[src/rtl/branch_resolve_unit_if.sv]
// Bus bundle for branch_resolve_unit: decode-stage inputs, control strobes,
// registered resolution results and event counters.
interface branch_resolve_unit_if #(
    parameter int unsigned WIDTH = 32,
    parameter int unsigned CNT_W = 16
);
    logic             in_valid;
    logic             stall;
    logic             flush;
    logic             cnt_clr;
    logic [5:0]       opcode;
    logic [4:0]       rt;
    logic [WIDTH-1:0] rd1;
    logic [WIDTH-1:0] rd2;
    logic [WIDTH-1:0] pc_plus4;
    logic [15:0]      imm;
    logic [25:0]      jidx;
    logic             pred_taken;

    logic             out_valid;
    logic             is_ctrl;
    logic             taken;
    logic [WIDTH-1:0] target;
    logic             redirect;
    logic [WIDTH-1:0] redirect_pc;
    logic [CNT_W-1:0] cnt_ctrl;
    logic [CNT_W-1:0] cnt_taken;
    logic [CNT_W-1:0] cnt_mispred;

    modport master (
        output in_valid, stall, flush, cnt_clr, opcode, rt, rd1, rd2,
               pc_plus4, imm, jidx, pred_taken,
        input  out_valid, is_ctrl, taken, target, redirect, redirect_pc,
               cnt_ctrl, cnt_taken, cnt_mispred
    );

    modport slave (
        input  in_valid, stall, flush, cnt_clr, opcode, rt, rd1, rd2,
               pc_plus4, imm, jidx, pred_taken,
        output out_valid, is_ctrl, taken, target, redirect, redirect_pc,
               cnt_ctrl, cnt_taken, cnt_mispred
    );
endinterface

[src/rtl/branch_resolve_unit.sv]
// Registered MIPS branch/jump resolution: decodes the control op, resolves the
// outcome and target, flags mispredicts and keeps saturating event counters.
module branch_resolve_unit #(
    parameter int unsigned WIDTH = 32,
    parameter int unsigned CNT_W = 16
) (
    input logic             clk,
    input logic             rst_n,
    branch_resolve_unit_if.slave bus
);
    localparam logic [5:0] OP_REGIMM = 6'b000001;
    localparam logic [5:0] OP_J      = 6'b000010;
    localparam logic [5:0] OP_JAL    = 6'b000011;
    localparam logic [5:0] OP_BEQ    = 6'b000100;
    localparam logic [5:0] OP_BNE    = 6'b000101;
    localparam logic [5:0] OP_BLEZ   = 6'b000110;
    localparam logic [5:0] OP_BGTZ   = 6'b000111;
    localparam logic [4:0] RT_BLTZ   = 5'b00000;
    localparam logic [4:0] RT_BGEZ   = 5'b00001;

    logic             is_ctrl_c;
    logic             taken_c;
    logic             is_jump_c;
    logic             rd1_neg_c;
    logic             rd1_zero_c;
    logic [WIDTH-1:0] br_target_c;
    logic [WIDTH-1:0] j_target_c;
    logic [WIDTH-1:0] target_c;
    logic [WIDTH-1:0] redirect_pc_c;
    logic             mispred_c;
    logic             capture_c;

    // Signed compares against zero reduce to sign bit and zero detect.
    assign rd1_neg_c  = bus.rd1[WIDTH-1];
    assign rd1_zero_c = (bus.rd1 == '0);

    assign br_target_c = bus.pc_plus4 + {{(WIDTH-18){bus.imm[15]}}, bus.imm, 2'b00};
    assign j_target_c  = {bus.pc_plus4[WIDTH-1:28], bus.jidx, 2'b00};

    // Decode and taken condition.
    always_comb begin
        is_ctrl_c = 1'b0;
        taken_c   = 1'b0;
        is_jump_c = 1'b0;
        case (bus.opcode)
            OP_BEQ: begin
                is_ctrl_c = 1'b1;
                taken_c   = (bus.rd1 == bus.rd2);
            end
            OP_BNE: begin
                is_ctrl_c = 1'b1;
                taken_c   = (bus.rd1 != bus.rd2);
            end
            OP_BLEZ: begin
                is_ctrl_c = 1'b1;
                taken_c   = rd1_neg_c | rd1_zero_c;
            end
            OP_BGTZ: begin
                is_ctrl_c = 1'b1;
                taken_c   = ~rd1_neg_c & ~rd1_zero_c;
            end
            OP_REGIMM: begin
                if (bus.rt == RT_BLTZ) begin
                    is_ctrl_c = 1'b1;
                    taken_c   = rd1_neg_c;
                end else if (bus.rt == RT_BGEZ) begin
                    is_ctrl_c = 1'b1;
                    taken_c   = ~rd1_neg_c;
                end
            end
            OP_J, OP_JAL: begin
                is_ctrl_c = 1'b1;
                taken_c   = 1'b1;
                is_jump_c = 1'b1;
            end
            default: ;
        endcase
    end

    assign target_c      = !is_ctrl_c ? '0 : (is_jump_c ? j_target_c : br_target_c);
    assign redirect_pc_c = taken_c ? target_c : bus.pc_plus4;
    assign mispred_c     = taken_c ^ bus.pred_taken;
    assign capture_c     = bus.in_valid & ~bus.stall & ~bus.flush;

    function automatic logic [CNT_W-1:0] sat_inc(input logic [CNT_W-1:0] cnt, input logic en);
        if (en && (cnt != '1)) return cnt + CNT_W'(1);
        return cnt;
    endfunction

    // Result register: flush beats stall beats capture.
    always_ff @(posedge clk or negedge rst_n) begin
        if (!rst_n) begin
            bus.out_valid   <= 1'b0;
            bus.is_ctrl     <= 1'b0;
            bus.taken       <= 1'b0;
            bus.target      <= '0;
            bus.redirect    <= 1'b0;
            bus.redirect_pc <= '0;
        end else if (bus.flush) begin
            bus.out_valid <= 1'b0;
            bus.redirect  <= 1'b0;
        end else if (!bus.stall) begin
            if (bus.in_valid) begin
                bus.out_valid   <= 1'b1;
                bus.is_ctrl     <= is_ctrl_c;
                bus.taken       <= taken_c;
                bus.target      <= target_c;
                bus.redirect    <= mispred_c;
                bus.redirect_pc <= redirect_pc_c;
            end else begin
                bus.out_valid <= 1'b0;
                bus.redirect  <= 1'b0;
            end
        end
    end

    // Event counters; clear wins over a simultaneous capture.
    always_ff @(posedge clk or negedge rst_n) begin
        if (!rst_n) begin
            bus.cnt_ctrl    <= '0;
            bus.cnt_taken   <= '0;
            bus.cnt_mispred <= '0;
        end else if (bus.cnt_clr) begin
            bus.cnt_ctrl    <= '0;
            bus.cnt_taken   <= '0;
            bus.cnt_mispred <= '0;
        end else if (capture_c) begin
            bus.cnt_ctrl    <= sat_inc(bus.cnt_ctrl, is_ctrl_c);
            bus.cnt_taken   <= sat_inc(bus.cnt_taken, taken_c);
            bus.cnt_mispred <= sat_inc(bus.cnt_mispred, mispred_c);
        end
    end
endmodule

[src/flat_wrapper.sv]
// flat-port wrapper written by rule: the top's interface ports become plain ports
module branch_resolve_unit_flat 
#(
    parameter int unsigned WIDTH = 32,
    parameter int unsigned CNT_W = 16
)
  (clk, rst_n, bus_in_valid, bus_stall, bus_flush, bus_cnt_clr, bus_opcode, bus_rt, bus_rd1, bus_rd2, bus_pc_plus4, bus_imm, bus_jidx, bus_pred_taken, bus_out_valid, bus_is_ctrl, bus_taken, bus_target, bus_redirect, bus_redirect_pc, bus_cnt_ctrl, bus_cnt_taken, bus_cnt_mispred);
  branch_resolve_unit_if #(.WIDTH(WIDTH), .CNT_W(CNT_W)) bus_i ();
  input logic clk;
  input logic rst_n;
  input wire logic [$bits(bus_i.in_valid)-1:0] bus_in_valid;
  input wire logic [$bits(bus_i.stall)-1:0] bus_stall;
  input wire logic [$bits(bus_i.flush)-1:0] bus_flush;
  input wire logic [$bits(bus_i.cnt_clr)-1:0] bus_cnt_clr;
  input wire logic [$bits(bus_i.opcode)-1:0] bus_opcode;
  input wire logic [$bits(bus_i.rt)-1:0] bus_rt;
  input wire logic [$bits(bus_i.rd1)-1:0] bus_rd1;
  input wire logic [$bits(bus_i.rd2)-1:0] bus_rd2;
  input wire logic [$bits(bus_i.pc_plus4)-1:0] bus_pc_plus4;
  input wire logic [$bits(bus_i.imm)-1:0] bus_imm;
  input wire logic [$bits(bus_i.jidx)-1:0] bus_jidx;
  input wire logic [$bits(bus_i.pred_taken)-1:0] bus_pred_taken;
  output wire logic [$bits(bus_i.out_valid)-1:0] bus_out_valid;
  output wire logic [$bits(bus_i.is_ctrl)-1:0] bus_is_ctrl;
  output wire logic [$bits(bus_i.taken)-1:0] bus_taken;
  output wire logic [$bits(bus_i.target)-1:0] bus_target;
  output wire logic [$bits(bus_i.redirect)-1:0] bus_redirect;
  output wire logic [$bits(bus_i.redirect_pc)-1:0] bus_redirect_pc;
  output wire logic [$bits(bus_i.cnt_ctrl)-1:0] bus_cnt_ctrl;
  output wire logic [$bits(bus_i.cnt_taken)-1:0] bus_cnt_taken;
  output wire logic [$bits(bus_i.cnt_mispred)-1:0] bus_cnt_mispred;
  assign bus_i.in_valid = bus_in_valid;
  assign bus_i.stall = bus_stall;
  assign bus_i.flush = bus_flush;
  assign bus_i.cnt_clr = bus_cnt_clr;
  assign bus_i.opcode = bus_opcode;
  assign bus_i.rt = bus_rt;
  assign bus_i.rd1 = bus_rd1;
  assign bus_i.rd2 = bus_rd2;
  assign bus_i.pc_plus4 = bus_pc_plus4;
  assign bus_i.imm = bus_imm;
  assign bus_i.jidx = bus_jidx;
  assign bus_i.pred_taken = bus_pred_taken;
  assign bus_out_valid = bus_i.out_valid;
  assign bus_is_ctrl = bus_i.is_ctrl;
  assign bus_taken = bus_i.taken;
  assign bus_target = bus_i.target;
  assign bus_redirect = bus_i.redirect;
  assign bus_redirect_pc = bus_i.redirect_pc;
  assign bus_cnt_ctrl = bus_i.cnt_ctrl;
  assign bus_cnt_taken = bus_i.cnt_taken;
  assign bus_cnt_mispred = bus_i.cnt_mispred;
  branch_resolve_unit #(.WIDTH(WIDTH), .CNT_W(CNT_W)) u_core (.clk(clk), .rst_n(rst_n), .bus(bus_i));
endmodule
[config.mk]
export PLATFORM = sky130hd
export DESIGN_NAME = branch_resolve_unit_flat
export DESIGN_NICKNAME = d
export VERILOG_FILES = /design/src/rtl/branch_resolve_unit_if.sv /design/src/rtl/branch_resolve_unit.sv /design/src/flat_wrapper.sv
export SDC_FILE = /design/constraint.sdc
export NUM_CORES = 1
export LEC_CHECK = 0
export BUFFER_PORTS_ARGS = -buffer_cell sky130_fd_sc_hd__buf_2
export CAP_MARGIN = 20
export CORE_AREA = 2 2 120 122
export CTS_BUF_LIST = sky130_fd_sc_hd__clkbuf_8
export CTS_CLUSTER_SIZE = 25
export DETAILED_ROUTE_END_ITERATION = 10
export DIE_AREA = 0 0 122 124
export PLACE_DENSITY = 0.95
export SYNTH_ARGS = -nofsm -noshare
export SYNTH_HDL_FRONTEND = slang
export SYNTH_SLANG_ARGS = --single-unit
[constraint.sdc]
create_clock -name clk -period 7 [get_ports clk]
set_clock_uncertainty 0.2 [all_clocks]
set_input_delay 1.4 -clock clk [delete_from_list [all_inputs] [get_ports clk]]
set_output_delay 1.4 -clock clk [all_outputs]
set_load 0.01 [all_outputs]
==> results.ini, run 1 <==
[run_status]
status = finished clean

[cells_and_area]
fillers = 1084
drive_above_1_share_pct = 28.3
final_area_um2 = 9450
final_util_pct = 68.9
final_nets = 1334
area_delta_synth_final_pct = 25.3
final_cells = 1342

[worst_setup_path]
crit_slowest_cell = a2111oi_4
max_stage_delay_ns = 0.62
critical_path_class = in2reg
start_kind = input port
worstSetupEndpointType = flip-flop
path_max_fanout = 8
critPathRequiredTime_ns = 7.13
crit_chain = buf_2, nor4_1, nand4_1, o21bai_1, o211ai_1, or3_1, a2111oi_4, nor2b_1, mux2_1
critPathBufInv = 1
worstPathArrival_ns = 4.40
critical-path-top-delay-family = simple AND/OR/NAND/NOR gates

[route]
dr.pass1.iters = 5
dr_wl_met2_um = 11700
wirelength_um = 23900
wl_met3_um = 1970
drc = 0
wl_per_cell_um = 17.8
vias = 8037
drtIter0Drc = 744
ant_nets = 0
wl_met1_um = 9010
vias_per_cell = 5.99
topRoutingLayerUsed = met4

[synthesis]
synth.area.top_cells = dfrtp_1, xnor2_1, nand2_1
synthFlopType = dfrtp_1
yosysSeqAreaShare_pct = 38.5
synth.largest_area_cell = dfrtp_1
ys_types = 64
synth_common_cells = nand2_1, dfrtp_1, nor2_1, a21oi_1, xnor2_1
yosys_warnings = 0
syn-num-nets = 1073
synth_top_area_share_pct = 38.5
synth_edf_count = 0
synthCells = 884
synthArstFlopShare_pct = 100
syn_area_um2 = 7540
avgSynthCellArea_um2 = 8.53
yosys.cell_count.top_type = nand2_1
ys_seq_elements = 116

[cts]
cts_setup_buffers = 0
htree_levels = 4
cts.reportedPaths.clkPinSlew_ns = 0.07
cts.path.max_buffers = 2
ctsResizeCount = 0
clock_sinks = 116
cts-root-buf = clkbuf_8
tritoncts = yes
worst_skew_pair.late_latency_ns = 0.44
cts_buffers = 17
cts_hold_buffers = 0

[global_route]
grt.total_usage_pct = 31.5
grt_max_degree = 75
grt_pass1_vias = 7685
grt_pass1_wl_um = 36800
grt_overflow_total = 0
antenna_found_initial = 4

[power]
powerDensity_nw_per_um2 = 190
peakVddDrop_uv = 106
power_leakage_uw = 0.00461

[place]
place_congestion = 0.954
pre_cts_ws_ns = 2.33
dpl_cell_area_um2 = 9050
dp_hpwl_um = 17800
io_buffer_count = 271
place_inst = 1306

[floorplan]
die_h_um = 124
die-area_um2 = 15100
row_count = 43
ios = 272
coreArea_um2 = 13700
start_util_pct = 55.0
die_x_um = 122

[timing]
setup_viol = 0
grt_setup_unrepaired = no
fin_crit_sh_pct = 61.0
setup_ws_ns = 2.73
finalHoldViolCount = 0
drv_slew = 0
timing.fmax_mhz = 234
worst_pin_slew_ns = 0.884
layout_min_cycle_time_ns = 4.27
final.setup.tns_ns = 0
slew_headroom_pct = 41.1

[flow_run]
maxCapViolations = 0

[hold_path]
holdCritPathClass = reg2reg

[cell type report]
cell class                 instances  area [um^2]  share of cell area [%]
sequential                       116         2900                    30.7
antenna                            4         10.0                   0.106
timing repair buffer             279         1420                    15.0
clock inverter                    12          114                    1.20
tap                              180          225                    2.38
multi-input combinational        711         4430                    46.9
clock buffer                      20          275                    2.91
inverter                          20         75.1                   0.794
[metal layers]
metal	up-vias	GRT usage, %
met5	-	0
met4	0	19.6
met3	102	7.19
met2	459	53.0
met1	3783	36.6
li1	3693	-
[path summary, 6_finish.rpt]
| check | to | slack (ns) | cells after the start | startpoint |
|---|---|---|---|---|
| worst min-delay path | u_core.bus.target[8]$_DFFE_PN0P_ | 0.27 | 2 | u_core.bus.target[8]$_DFFE_PN0P_ |
| worst min register to register | u_core.bus.target[8]$_DFFE_PN0P_ | 0.27 | 2 | u_core.bus.target[8]$_DFFE_PN0P_ |
| worst max-delay path | u_core.bus.cnt_mispred[15]$_DFFE_PN0P_ | 2.73 | 9 | bus_rd1[14] |
| worst max register to register | u_core.bus.cnt_taken[5]$_DFFE_PN0P_ | 3.87 | 9 | u_core.bus.cnt_taken[3]$_DFFE_PN0P_ |
| min in group asynchronous | u_core.bus.cnt_mispred[6]$_DFFE_PN0P_ | 0.77 | 1 | rst_n |
| max in group asynchronous | u_core.bus.redirect_pc[27]$_DFFE_PN0P_ | 4.52 | 2 | rst_n |
[stage by stage]
| step | total power (uW) | hold WS [ns] |
|---|---|---|
| after floorplan | 999 | 0.314 |
| after global placement | 1170 | 0.253 |
| after detailed placement | 1180 | 0.258 |
| after CTS | 1800 | 0.274 |
| after global routing | 1880 | 0.291 |
| final | 1790 | 0.271 |
[placed cells by master, fill, tap and decap left out, drive strengths merged, types with 6 or more instances in the layout]
cell type | Yosys | layout
a211oi | 6 | 6
a21o | 19 | 19
a21oi | 69 | 69
a31oi | 12 | 12
and2 | 6 | 6
and3 | 17 | 17
buf | 4 | 279
clkbuf | 33 | 20
dfrtp | 116 | 116
ha | 32 | 32
inv | 20 | 23
mux2i | 9 | 9
nand2 | 131 | 131
nand3 | 30 | 30
nand4 | 24 | 24
nor2 | 80 | 80
nor3 | 17 | 17
nor4 | 12 | 12
o211ai | 7 | 7
o21ai | 56 | 56
o21bai | 7 | 7
o22ai | 6 | 6
o31ai | 7 | 7
xnor2 | 60 | 60
xor2 | 25 | 25
[cell families after synthesis]
family                   after synthesis  synth area share [%]
multiplexers                          14                  1.94
adder cells (fa/ha/maj)               33                  5.57
buffers and inverters                 57                  2.94
XOR/XNOR                              85                  9.87
flip-flops                           116                  38.5
AO/OA/AOI/OAI                        230                  19.4
AND/OR/NAND/NOR                      349                  21.8
[flip-flops by register name (all words and copies together), names as in the netlist]
register	count
u_core.bus.cnt_ctrl	16
u_core.bus.cnt_mispred	16
u_core.bus.cnt_taken	16
u_core.bus.is_ctrl	1
u_core.bus.out_valid	1
u_core.bus.redirect	1
u_core.bus.redirect_pc	32
u_core.bus.taken	1
u_core.bus.target	32
[power breakdown]
part | internal [uW] | switching [uW] | leakage (uW)
sequential | 719 | 27.4 | 0.00153
combinational | 180 | 250 | 0.00287
clock | 338 | 279 | 0.000204
[worst register-to-register path, stage by stage (launching register included)]
cell and delay [ns]:
dfrtp_1 0.44, and4_1 0.24, and3_1 0.23, and4_1 0.24, and3_1 0.24, nand3_1 0.11
nor2_1 0.08, or4_1 0.72, or3_1 0.40, a21oi_1 0.14
Note: power is estimated with default switching activity, not from simulation.
==> run 2: changes to the inputs <==
--- a/config.mk
+++ b/config.mk
@@ -5,14 +5,15 @@
 export SDC_FILE = /design/constraint.sdc
 export NUM_CORES = 1
 export LEC_CHECK = 0
+export ABC_AREA = 1
 export BUFFER_PORTS_ARGS = -buffer_cell sky130_fd_sc_hd__buf_2
 export CAP_MARGIN = 20
-export CORE_AREA = 2 2 120 122
+export CORE_AREA = 2 2 137 139
 export CTS_BUF_LIST = sky130_fd_sc_hd__clkbuf_8
 export CTS_CLUSTER_SIZE = 25
 export DETAILED_ROUTE_END_ITERATION = 10
-export DIE_AREA = 0 0 122 124
-export PLACE_DENSITY = 0.95
+export DIE_AREA = 0 0 139 141
+export PLACE_DENSITY = 0.9
 export SYNTH_ARGS = -nofsm -noshare
 export SYNTH_HDL_FRONTEND = slang
 export SYNTH_SLANG_ARGS = --single-unit
==> constraint.sdc (replaced) <==
create_clock -name clk -period 3.8 [get_ports clk]
set_clock_uncertainty 0.2 [all_clocks]
set_input_delay 0.76 -clock clk [delete_from_list [all_inputs] [get_ports clk]]
set_output_delay 0.76 -clock clk [all_outputs]
set_load 0.01 [all_outputs]
==> results.ini, run 2 <==
[run_status]
status = finished clean

[route]
dr.pass1.iters = 8  ; +3
wl_per_cell_um = 16.0  ; -10%
ant_nets = 0  ; unchanged
wirelength_um = 28000  ; +17%
vias_per_cell = 5.46  ; -8.9%
vias = 9558  ; +19%
drtIter0Drc = 660  ; -11%
drc = 0  ; unchanged

[place]
place_congestion = 1.00  ; +4.8%
io_buffer_count = 271  ; unchanged
pre_cts_ws_ns = 0.572  ; -1.75 ns
dp_hpwl_um = 21600  ; +21%

[cells_and_area]
antenna_cells_inserted = 0  ; -4
area_delta_synth_final_pct = 21.4
final_nets = 1693  ; +27%
reg_top3 = u_core.bus.redirect_pc (32), u_core.bus.target (32)
layout_common_cells = nand2_1, buf_2, nor2_1
final_util_pct = 57.8  ; -11 points
drive_above_1_share_pct = 23.7  ; -4.6 points
final_common_cell = nand2_1

[worst_setup_path]
path_max_fanout = 3  ; -5
reg2reg_from = u_core.bus.cnt_taken[0]$_DFFE_PN0P_
critPathRequiredTime_ns = 3.94  ; -3.19 ns
cp_common_cell = nand2_1
crit_chain = buf_2, ha_1, fa_1, nand2_1, o21ai_0, nand2_1, nand2_1, nand2_1, nand2_1, nand2_1, nand2_1, nand2_1, nand2_1, o21ai_0, nand2_1, nand3_1, nand2_1
crit_start = bus_imm[0]
worstSetupEndpointType = flip-flop
critPathBufInv = 1  ; unchanged
critical_path_class = in2reg
critical-path-top-delay-family = simple AND/OR/NAND/NOR gates
crit_slowest_cell = fa_1
max_stage_delay_ns = 0.42  ; -0.20 ns
start_kind = input port
worstPathArrival_ns = 2.90  ; -1.50 ns

[timing]
final.setup.tns_ns = 0  ; unchanged
timing.fmax_mhz = 362
whs_ns = 0.195  ; -0.0759 ns
setup_ws_ns = 1.04  ; -1.69 ns
finalHoldViolCount = 0  ; unchanged
fin_crit_sh_pct = 72.7
drv_slew = 0  ; unchanged
slew_headroom_pct = 38.9  ; -2.2 points
setup_viol = 0  ; unchanged
grt_setup_unrepaired = no
layout_min_cycle_time_ns = 2.76
worst_pin_slew_ns = 0.915  ; +0.0318 ns

[synthesis]
avgSynthCellArea_um2 = 6.98  ; -18%
yosys_warnings = 0  ; unchanged
synth_top_area_share_pct = 33.4  ; -5.1 points
synthCells = 1246  ; +41%
synth_xor_area_share_pct = 6.65  ; -3.2 points
syn_area_um2 = 8700  ; +15%
synthAdderAreaFrac_pct = 4.83  ; -0.74 points
synth_compound_area_share_pct = 12.5  ; -6.9 points
synthArstFlopShare_pct = 100  ; unchanged
syn-num-nets = 1435  ; +34%
synthFlopType = dfrtp_1
synthMuxAreaShare_pct = 0  ; -1.9 points
yosysSeqAreaShare_pct = 33.4  ; -5.1 points
ys_seq_elements = 116  ; unchanged
synth_common_cells = nand2_1, nor2_1, dfrtp_1, nand3_1, inv_1
ys_types = 49  ; -23%
yosys.cell_count.top_type = nand2_1
synthSimpleGateAreaFrac_pct = 35.1  ; +13 points
synth_edf_count = 0  ; unchanged
synth.area.top_cells = dfrtp_1, nand2_1, nand3_1
synth_top_family_by_area = simple AND/OR/NAND/NOR gates
synth.largest_area_cell = dfrtp_1

[floorplan]
die-area_um2 = 19600  ; +30%
die_x_um = 139  ; +14%
ios = 272  ; unchanged
start_util_pct = 47.6  ; -7.4 points
die_h_um = 141  ; +14%
row_count = 50  ; +16%
coreArea_um2 = 18300  ; +33%

[cts]
cts_setup_buffers = 0  ; unchanged
tritoncts = yes
cts.reportedPaths.clkPinSlew_ns = 0.08  ; about the same
cts-root-buf = clkbuf_8
cts.path.max_buffers = 2  ; unchanged
clock_sinks = 116  ; unchanged
worst_skew_pair.late_latency_ns = 0.46  ; +0.02 ns
cts_buffers = 17  ; unchanged
ctsResizeCount = 0  ; unchanged
cts_hold_buffers = 0  ; unchanged
htree_levels = 4  ; unchanged

[global_route]
grt_overflow_total = 0  ; unchanged
grt.total_usage_pct = 28.2  ; -3.3 points
grt_pass1_vias = 9122  ; +19%
antenna_found_initial = 0  ; -4
grt_max_degree = 87  ; +16%
grt_pass1_wl_um = 44500  ; +21%

[power]
netSwitchingPower_uw = 1180  ; +110%
peakVddDrop_uv = 214  ; +100%
clkPwrFrac_pct = 33.6  ; -0.8 points
total_power_uw = 3360  ; +87%
powerDensity_nw_per_um2 = 318  ; +68%
pwr-share-comb_pct = 25.5  ; +1.5 points
swShare_pct = 35.2  ; +4.2 points
power_leakage_uw = 0.00552  ; +20%
p_int_uw = 2180  ; +76%
power_frac_seq_pct = 40.9  ; -0.7 points

[flow_run]
maxCapViolations = 0  ; unchanged

[hold_path]
holdCritPathClass = in2async

-- run 2: changes by cell type in the layout (fill, tap and decap cells not counted), moves of 17 or more --
| cell | delta |
|---|---|
| nor2_1 | +67 |
| nand3_1 | +80 |
| xnor2_1 | -25 |
| inv_1 | +75 |
| and3_1 | -17 |
| nand2_1 | +225 |
| o21ai_0 | +33 |
-- run 2: cell type report --
class                      count  area (um^2)
fill                        1672         7710
multi-input combinational    984         5150
sequential                   116         2900
timing repair buffer         280         1440
inverter                     105          402
tap                          234          293
clock buffer                  18          248
clock inverter                14          129
-- run 2: per-layer routing --
metal / wire, um / GRT usage [%] / share of wire, %
met1: 11100 / 34.4 / 40
met2: 13300 / 47.9 / 47
met3: 2160 / 4.79 / 7.7
met4: 1420 / 15.4 / 5.1
met5: 0 / 0 / 0
-- run 2: worst paths after layout --
path,to,cells after the start,slack (ns)
worst max-delay path,u_core.bus.redirect_pc[22]$_DFFE_PN0P_,17,1.04
worst min-delay path,u_core.bus.target[16]$_DFFE_PN0P_,1,0.19
worst max register to register,u_core.bus.cnt_taken[8]$_DFFE_PN0P_,11,1.40
worst min register to register,u_core.bus.redirect_pc[3]$_DFFE_PN0P_,2,0.28
max in group asynchronous,u_core.bus.cnt_mispred[2]$_DFFE_PN0P_,2,2.39
min in group clk,u_core.bus.redirect_pc[3]$_DFFE_PN0P_,2,0.28
-- run 2: logic make-up (layout without fill, tap and decap cells) --
kind of cell             Yosys count  in the layout
AND/OR/NAND/NOR                  691            691
AO/OA/AOI/OAI                    194            194
buffers and inverters            146            417
flip-flops                       116            116
XOR/XNOR                          66             66
adder cells (fa/ha/maj)           33             33
-- run 2: power by group through the flow --
stage	registers (uW)	logic (uW)	clock network, uW
floorplan	1430	457	0
global placement	1400	835	0
detailed placement	1400	848	0
CTS	1370	852	1150
global route	1380	951	1190
finish	1370	856	1130
-- run 2: through the flow --
stage / area [um^2] / instances
3_5_place_dp: 10200 / 1719
4_1_cts: 10600 / 1751
5_1_grt: 10600 / 1751
3_3_place_gp: 10200 / 1719
2_1_floorplan: 8700 / 1246
6_report: 10600 / 1751
-- run 2: worst register-to-register path: stages, from the launching register on --
cell and delay [ns]:
dfrtp_1 0.45, ha_1 0.23, nand2_1 0.10, nor3_2 0.24
nand2_1 0.15, nor3_1 0.15, nand2_1 0.13, nand3_4 0.19
nand2_4 0.11, inv_2 0.20, nand2_1 0.08, o31ai_1 0.08
